===== src/rtl/bcd_7seg_scan_driver_if.sv =====
// Display-side bundle of the BCD scan driver: digit data and CD4511-style controls in,
// multiplexed segment bus, digit enables and scan tick out.
interface bcd_7seg_scan_driver_if #(
    parameter int N_DIGITS = 4
);
    logic [4*N_DIGITS-1:0] bcd_in;
    logic                  le;
    logic                  lt_n;
    logic                  bi_n;
    logic [6:0]            seg;
    logic [N_DIGITS-1:0]   dig_en;
    logic                  scan_tick;

    modport master (
        output bcd_in, le, lt_n, bi_n,
        input  seg, dig_en, scan_tick
    );

    modport slave (
        input  bcd_in, le, lt_n, bi_n,
        output seg, dig_en, scan_tick
    );
endinterface


===== src/rtl/bcd_7seg_scan_driver.sv =====
// Multi-digit BCD to 7-segment scan driver with lamp test, blanking and latch enable.
// Optional leading-zero blanking is built when LZB_EN is defined.
module bcd_7seg_scan_driver #(
    parameter int N_DIGITS         = 4,
    parameter int CLK_DIV          = 1000,
    parameter int SEG_ACTIVE_LOW   = 0,
    parameter int DIGIT_ACTIVE_LOW = 0
) (
    input  logic                       clk,
    input  logic                       rst,
    bcd_7seg_scan_driver_if.slave      bus
);
    localparam int IW = (N_DIGITS > 1) ? $clog2(N_DIGITS) : 1;
    localparam int PW = $clog2(CLK_DIV);
    localparam logic [6:0]          SEG_XOR = (SEG_ACTIVE_LOW != 0) ? 7'h7F : 7'h00;
    localparam logic [N_DIGITS-1:0] DIG_XOR = (DIGIT_ACTIVE_LOW != 0) ? {N_DIGITS{1'b1}} : '0;

    logic [4*N_DIGITS-1:0] latch;
    logic [PW-1:0]         presc;
    logic [IW-1:0]         idx;
    logic [3:0]            cur_digit;
    logic [N_DIGITS-1:0]   onehot;
    logic [6:0]            seg_logical;
`ifdef LZB_EN
    logic [N_DIGITS-1:0]   shown;
    logic                  nz_acc;
    logic                  cur_shown;
`endif

    function automatic logic [6:0] decode(input logic [3:0] d);
        case (d)
            4'd0:    decode = 7'b1111110;
            4'd1:    decode = 7'b0110000;
            4'd2:    decode = 7'b1101101;
            4'd3:    decode = 7'b1111001;
            4'd4:    decode = 7'b0110011;
            4'd5:    decode = 7'b1011011;
            4'd6:    decode = 7'b0011111;
            4'd7:    decode = 7'b1110000;
            4'd8:    decode = 7'b1111111;
            4'd9:    decode = 7'b1110011;
            default: decode = 7'b0000000;
        endcase
    endfunction

    always_comb begin
        cur_digit = '0;
        onehot    = '0;
`ifdef LZB_EN
        // A digit is shown if it or any higher digit is nonzero; digit 0 always shows.
        shown     = '0;
        nz_acc    = 1'b0;
        cur_shown = 1'b1;
        for (int k = N_DIGITS - 1; k >= 0; k--) begin
            nz_acc   = nz_acc | (|latch[4*k +: 4]);
            shown[k] = nz_acc | (k == 0);
        end
`endif
        for (int k = 0; k < N_DIGITS; k++) begin
            if (idx == IW'(k)) begin
                cur_digit = latch[4*k +: 4];
                onehot[k] = 1'b1;
`ifdef LZB_EN
                cur_shown = shown[k];
`endif
            end
        end
        if (!bus.lt_n)
            seg_logical = 7'b1111111;
        else if (!bus.bi_n)
            seg_logical = 7'b0000000;
`ifdef LZB_EN
        else if (!cur_shown)
            seg_logical = 7'b0000000;
`endif
        else
            seg_logical = decode(cur_digit);
    end

    always_ff @(posedge clk) begin
        if (rst) begin
            latch         <= '0;
            presc         <= '0;
            idx           <= '0;
            bus.scan_tick <= 1'b0;
            bus.seg       <= SEG_XOR;
            bus.dig_en    <= DIG_XOR;
        end else begin
            if (!bus.le)
                latch <= bus.bcd_in;
            if (presc == PW'(CLK_DIV - 1)) begin
                presc         <= '0;
                bus.scan_tick <= 1'b1;
                idx           <= (idx == IW'(N_DIGITS - 1)) ? '0 : idx + 1'b1;
            end else begin
                presc         <= presc + 1'b1;
                bus.scan_tick <= 1'b0;
            end
            bus.seg    <= seg_logical ^ SEG_XOR;
            bus.dig_en <= onehot ^ DIG_XOR;
        end
    end
endmodule


===== src/flat_wrapper.sv =====
// flat-port wrapper written by rule: the top's interface ports become plain ports
module bcd_7seg_scan_driver_flat 
#(
    parameter int N_DIGITS         = 4,
    parameter int CLK_DIV          = 1000,
    parameter int SEG_ACTIVE_LOW   = 0,
    parameter int DIGIT_ACTIVE_LOW = 0
)
  (clk, rst, bus_bcd_in, bus_le, bus_lt_n, bus_bi_n, bus_seg, bus_dig_en, bus_scan_tick);
  bcd_7seg_scan_driver_if #(.N_DIGITS(N_DIGITS)) bus_i ();
  input  logic clk;
  input  logic rst;
  input wire logic [$bits(bus_i.bcd_in)-1:0] bus_bcd_in;
  input wire logic [$bits(bus_i.le)-1:0] bus_le;
  input wire logic [$bits(bus_i.lt_n)-1:0] bus_lt_n;
  input wire logic [$bits(bus_i.bi_n)-1:0] bus_bi_n;
  output wire logic [$bits(bus_i.seg)-1:0] bus_seg;
  output wire logic [$bits(bus_i.dig_en)-1:0] bus_dig_en;
  output wire logic [$bits(bus_i.scan_tick)-1:0] bus_scan_tick;
  assign bus_i.bcd_in = bus_bcd_in;
  assign bus_i.le = bus_le;
  assign bus_i.lt_n = bus_lt_n;
  assign bus_i.bi_n = bus_bi_n;
  assign bus_seg = bus_i.seg;
  assign bus_dig_en = bus_i.dig_en;
  assign bus_scan_tick = bus_i.scan_tick;
  bcd_7seg_scan_driver #(.N_DIGITS(N_DIGITS), .CLK_DIV(CLK_DIV), .SEG_ACTIVE_LOW(SEG_ACTIVE_LOW), .DIGIT_ACTIVE_LOW(DIGIT_ACTIVE_LOW)) u_core (.clk(clk), .rst(rst), .bus(bus_i));
endmodule

===== config.mk =====
export PLATFORM = sky130hd
export DESIGN_NAME = bcd_7seg_scan_driver_flat
export DESIGN_NICKNAME = d
export VERILOG_FILES = /design/src/rtl/bcd_7seg_scan_driver_if.sv /design/src/rtl/bcd_7seg_scan_driver.sv /design/src/flat_wrapper.sv
export SDC_FILE = /design/constraint.sdc
export NUM_CORES = 1
export LEC_CHECK = 0
export CORE_UTILIZATION = 50
export DETAILED_ROUTE_END_ITERATION = 10
export GPL_TIMING_DRIVEN = 1
export PLACE_DENSITY = 0.77
export SYNTH_ARGS = -nofsm -noshare
export SYNTH_HDL_FRONTEND = slang
export SYNTH_SLANG_ARGS = --single-unit
export TNS_END_PERCENT = 10

===== constraint.sdc =====
create_clock -name clk -period 2.8 [get_ports clk]
set_input_delay 0.42 -clock clk [delete_from_list [all_inputs] [get_ports clk]]
set_output_delay 0.42 -clock clk [all_outputs]
set_load 0.01 [all_outputs]

==> impl_results.md <==
* Status: complete, no violations
* Total GRT Usage at 0.207
* Setup Skew at 0.00643 ns
* Total CTS buffers at 5
* Core ar. at 3360 um2
* Number of global-route vias before repair at 1,299
* Final setup violation count at 0
* Leak Pwr at 0.886 nW
* Reg-to-Reg Start: u_core.idx[0]$_SDFFE_PP0P_
* Worst-path fanout max at 9
* Initial antenna violation count at 0
* Min-Delay Startpoint: u_core.presc[0]$_SDFF_PP0_
* Total power at 1.05 mW
* RSZ-0062 raised after global routing: false
* Syn_nets at 216
* Min-delay worst type: reg -> reg
* Post-synth EDFFs at 0
* Chip width at 61.7 um
* Clock Latency Late Sink at 0.34 ns
* Maxcap violations at 0
* Postcts setup bufs at 0
* Fill count at 289
* Drt wl/cell at 13.0 um
* Leading area contributor after synthesis: dfxtp_1
* Dpl cell area at 2130 um2
* Critical path capture point type: register
* Synth top area cells: dfxtp_1 45%, mux2i_1 11%, nor2_1 6.5%
* Starting DRT DRC Count at 37
* PortBufs at 32
* Gate Count Post-Synth at 186
* Setup TNS at 0 ns
* Die H at 61.7 um
* Global route overflow at 0
* Die area at 3810 um2
* Routed vias/inst at 5.32
* Ys async rst share at 0
* Clock Pin Slew Worst Setup and Hold Paths at 0.11 ns
* FF+latch count, synth at 40
* Area growth syn-to-layout at 23.0%
* HPWL Detailed at 2680 um
* Top-area cell type share of the netlist area at 0.449
* YS warnings at 0
* Rows at 21
* CTS tree: built
* Clk buf depth at 2
* Pin count of the biggest net entering global routing at 23
* Sequential-to-total area share from yosys stat at 0.449
* Clock Sinks at 40
* Initial core utilization at 0.530
* Worst EP required at 3.08 ns
* Avg Inst Size Synth at 9.59 um2
* Routed Antenna Nets at 0
* Final period utilization at 0.846
* DR DRC count at 0
* Worst VDD drop at 0.379 mV
* Max frequency at 422 MHz
* Layout cells sized above 1 at 0.0636
* Post-route cell area at 2190 um2
* Power Dens Cells at 477 nW/um2
* Worst Setup SP: u_core.idx[0]$_SDFFE_PP0P_
* Slew @ Worst Pin at 0.539 ns
* Vias at 1,416
* Final Hold Viols at 0
* Max transition margin at 0.638
* Drt pass-1 iters at 4
* Hold buffers post-CTS at 0
* H-tree levels at 2
* First-pass GRT wire length at 5630 um
* GP Congestion at 0.899
* Routed WL at 3460 um
* Final Critical Period at 2.37 ns
* Startpoint types: register
* CP Data Arrival Time at 2.65 ns
* Top_reg_cell synth: dfxtp_1
* Worst setup path class: reg -> reg
* CTS root buf: clkbuf_4
* Cts repair resizes at 0
* Num ports at 33
* Post-Syn Area at 1780 um2
* Distinct cell type count after synthesis at 39
* Ant. Diodes at 0
* Pins over their slew limit at 0
* Layout Nets at 249
worst max-delay path, cell delays in order (launching register included):
cell,delay (ns)
dfxtp_1,0.41
inv_1,0.09
ha_1,0.30
a211oi_1,0.24
a211o_1,0.26
inv_1,0.09
ha_1,0.31
a2111oi_0,0.39
a31oi_1,0.13
o21ai_1,0.10
cell type report:
class,instances,area [um2],share of cell area
clock buffers,6,51.3,0.0234
clock inverters,2,10.0,0.00456
inverters,7,26.3,0.0120
multi-input cells,131,912,0.416
flip-flops and latches,40,801,0.365
well taps,46,57.6,0.0262
repair buffers,34,335,0.153
routing by layer:
metal / vias to the layer above / track usage / wire (um)
met5: - / 0 / 0
met4: 0 / 0.114 / 87
met3: 9 / 0.0393 / 158
met2: 43 / 0.341 / 1620
met1: 661 / 0.254 / 1600
li1: 703 / - / -
flip-flops by register name, indices dropped and copies added (netlist names):
signal and count:
u_core.latch 16, u_core.presc 10, u_core.bus.seg 7, u_core.bus.dig_en 4, u_core.idx 2, u_core.bus.scan_tick 1
power by group:
part / switching (mW) / internal, mW
clock network: 0.176 / 0.120
registers: 0.0136 / 0.597
logic: 0.0604 / 0.0789
total: 0.250 / 0.796
cell usage in the layout, fill, tap and decap left out, drive strengths merged, types with 2 or more instances in the layout:
master         count
nand2              7
nor3               4
xor2               2
ha                 9
nor2b             10
a211o              3
a21oi              3
and2               2
inv                7
buf                2
nand3              3
xnor2              6
dfxtp             40
clkinv             2
clkbuf             6
clkdlybuf4s50     32
nand3b             3
o21ai              6
nor2              31
nor3b              3
a211oi             5
mux2i             19
kinds of logic after synthesis:
kind of cell	count (synthesis)	share of synthesized area
compound gates	25	0.101
xor+xnor	8	0.0393
fa+ha+maj	9	0.0632
buf+inv	15	0.0393
flops	40	0.449
mux	20	0.115
simple gates	69	0.193
path summary, 6_finish.rpt:
check,slack [ns],to,cells past startpoint
setup / recovery,0.43,u_core.bus.seg[3]$_SDFF_PP0_,9
hold / removal,0.46,u_core.presc[0]$_SDFF_PP0_,1
setup reg to reg,0.43,u_core.bus.seg[3]$_SDFF_PP0_,9
hold reg to reg,0.46,u_core.presc[0]$_SDFF_PP0_,1
through the flow:
stage / utilization / setup slack [ns] / cells / hold slack [ns]
global route: 0.652 / 0.188 / 266 / 0.497
detailed placement: 0.634 / 0.487 / 258 / 0.441
CTS: 0.652 / 0.457 / 266 / 0.458
global placement: 0.634 / 0.542 / 258 / 0.431
finish: 0.652 / 0.431 / 266 / 0.455
floorplan: - / 0.677 / 186 / 0.418
Yosys cell counts (2+ instances only):
master and instances:
nor2b_1 10, dfxtp_1 40, nand3b_1 3, mux2i_1 19, xor2_1 2, nor2_1 31, a21oi_1 3, clkbuf_1 3
and2_1 2, ha_1 9, nor3b_1 3, a211o_1 3, o21ai_1 2, xnor2_1 6, a211oi_1 5, inv_1 7
nand2_1 7, nor3_1 4, buf_2 2, o21ai_0 4, nand3_1 3
No activity file was read; power rests on OpenSTA's default activity.
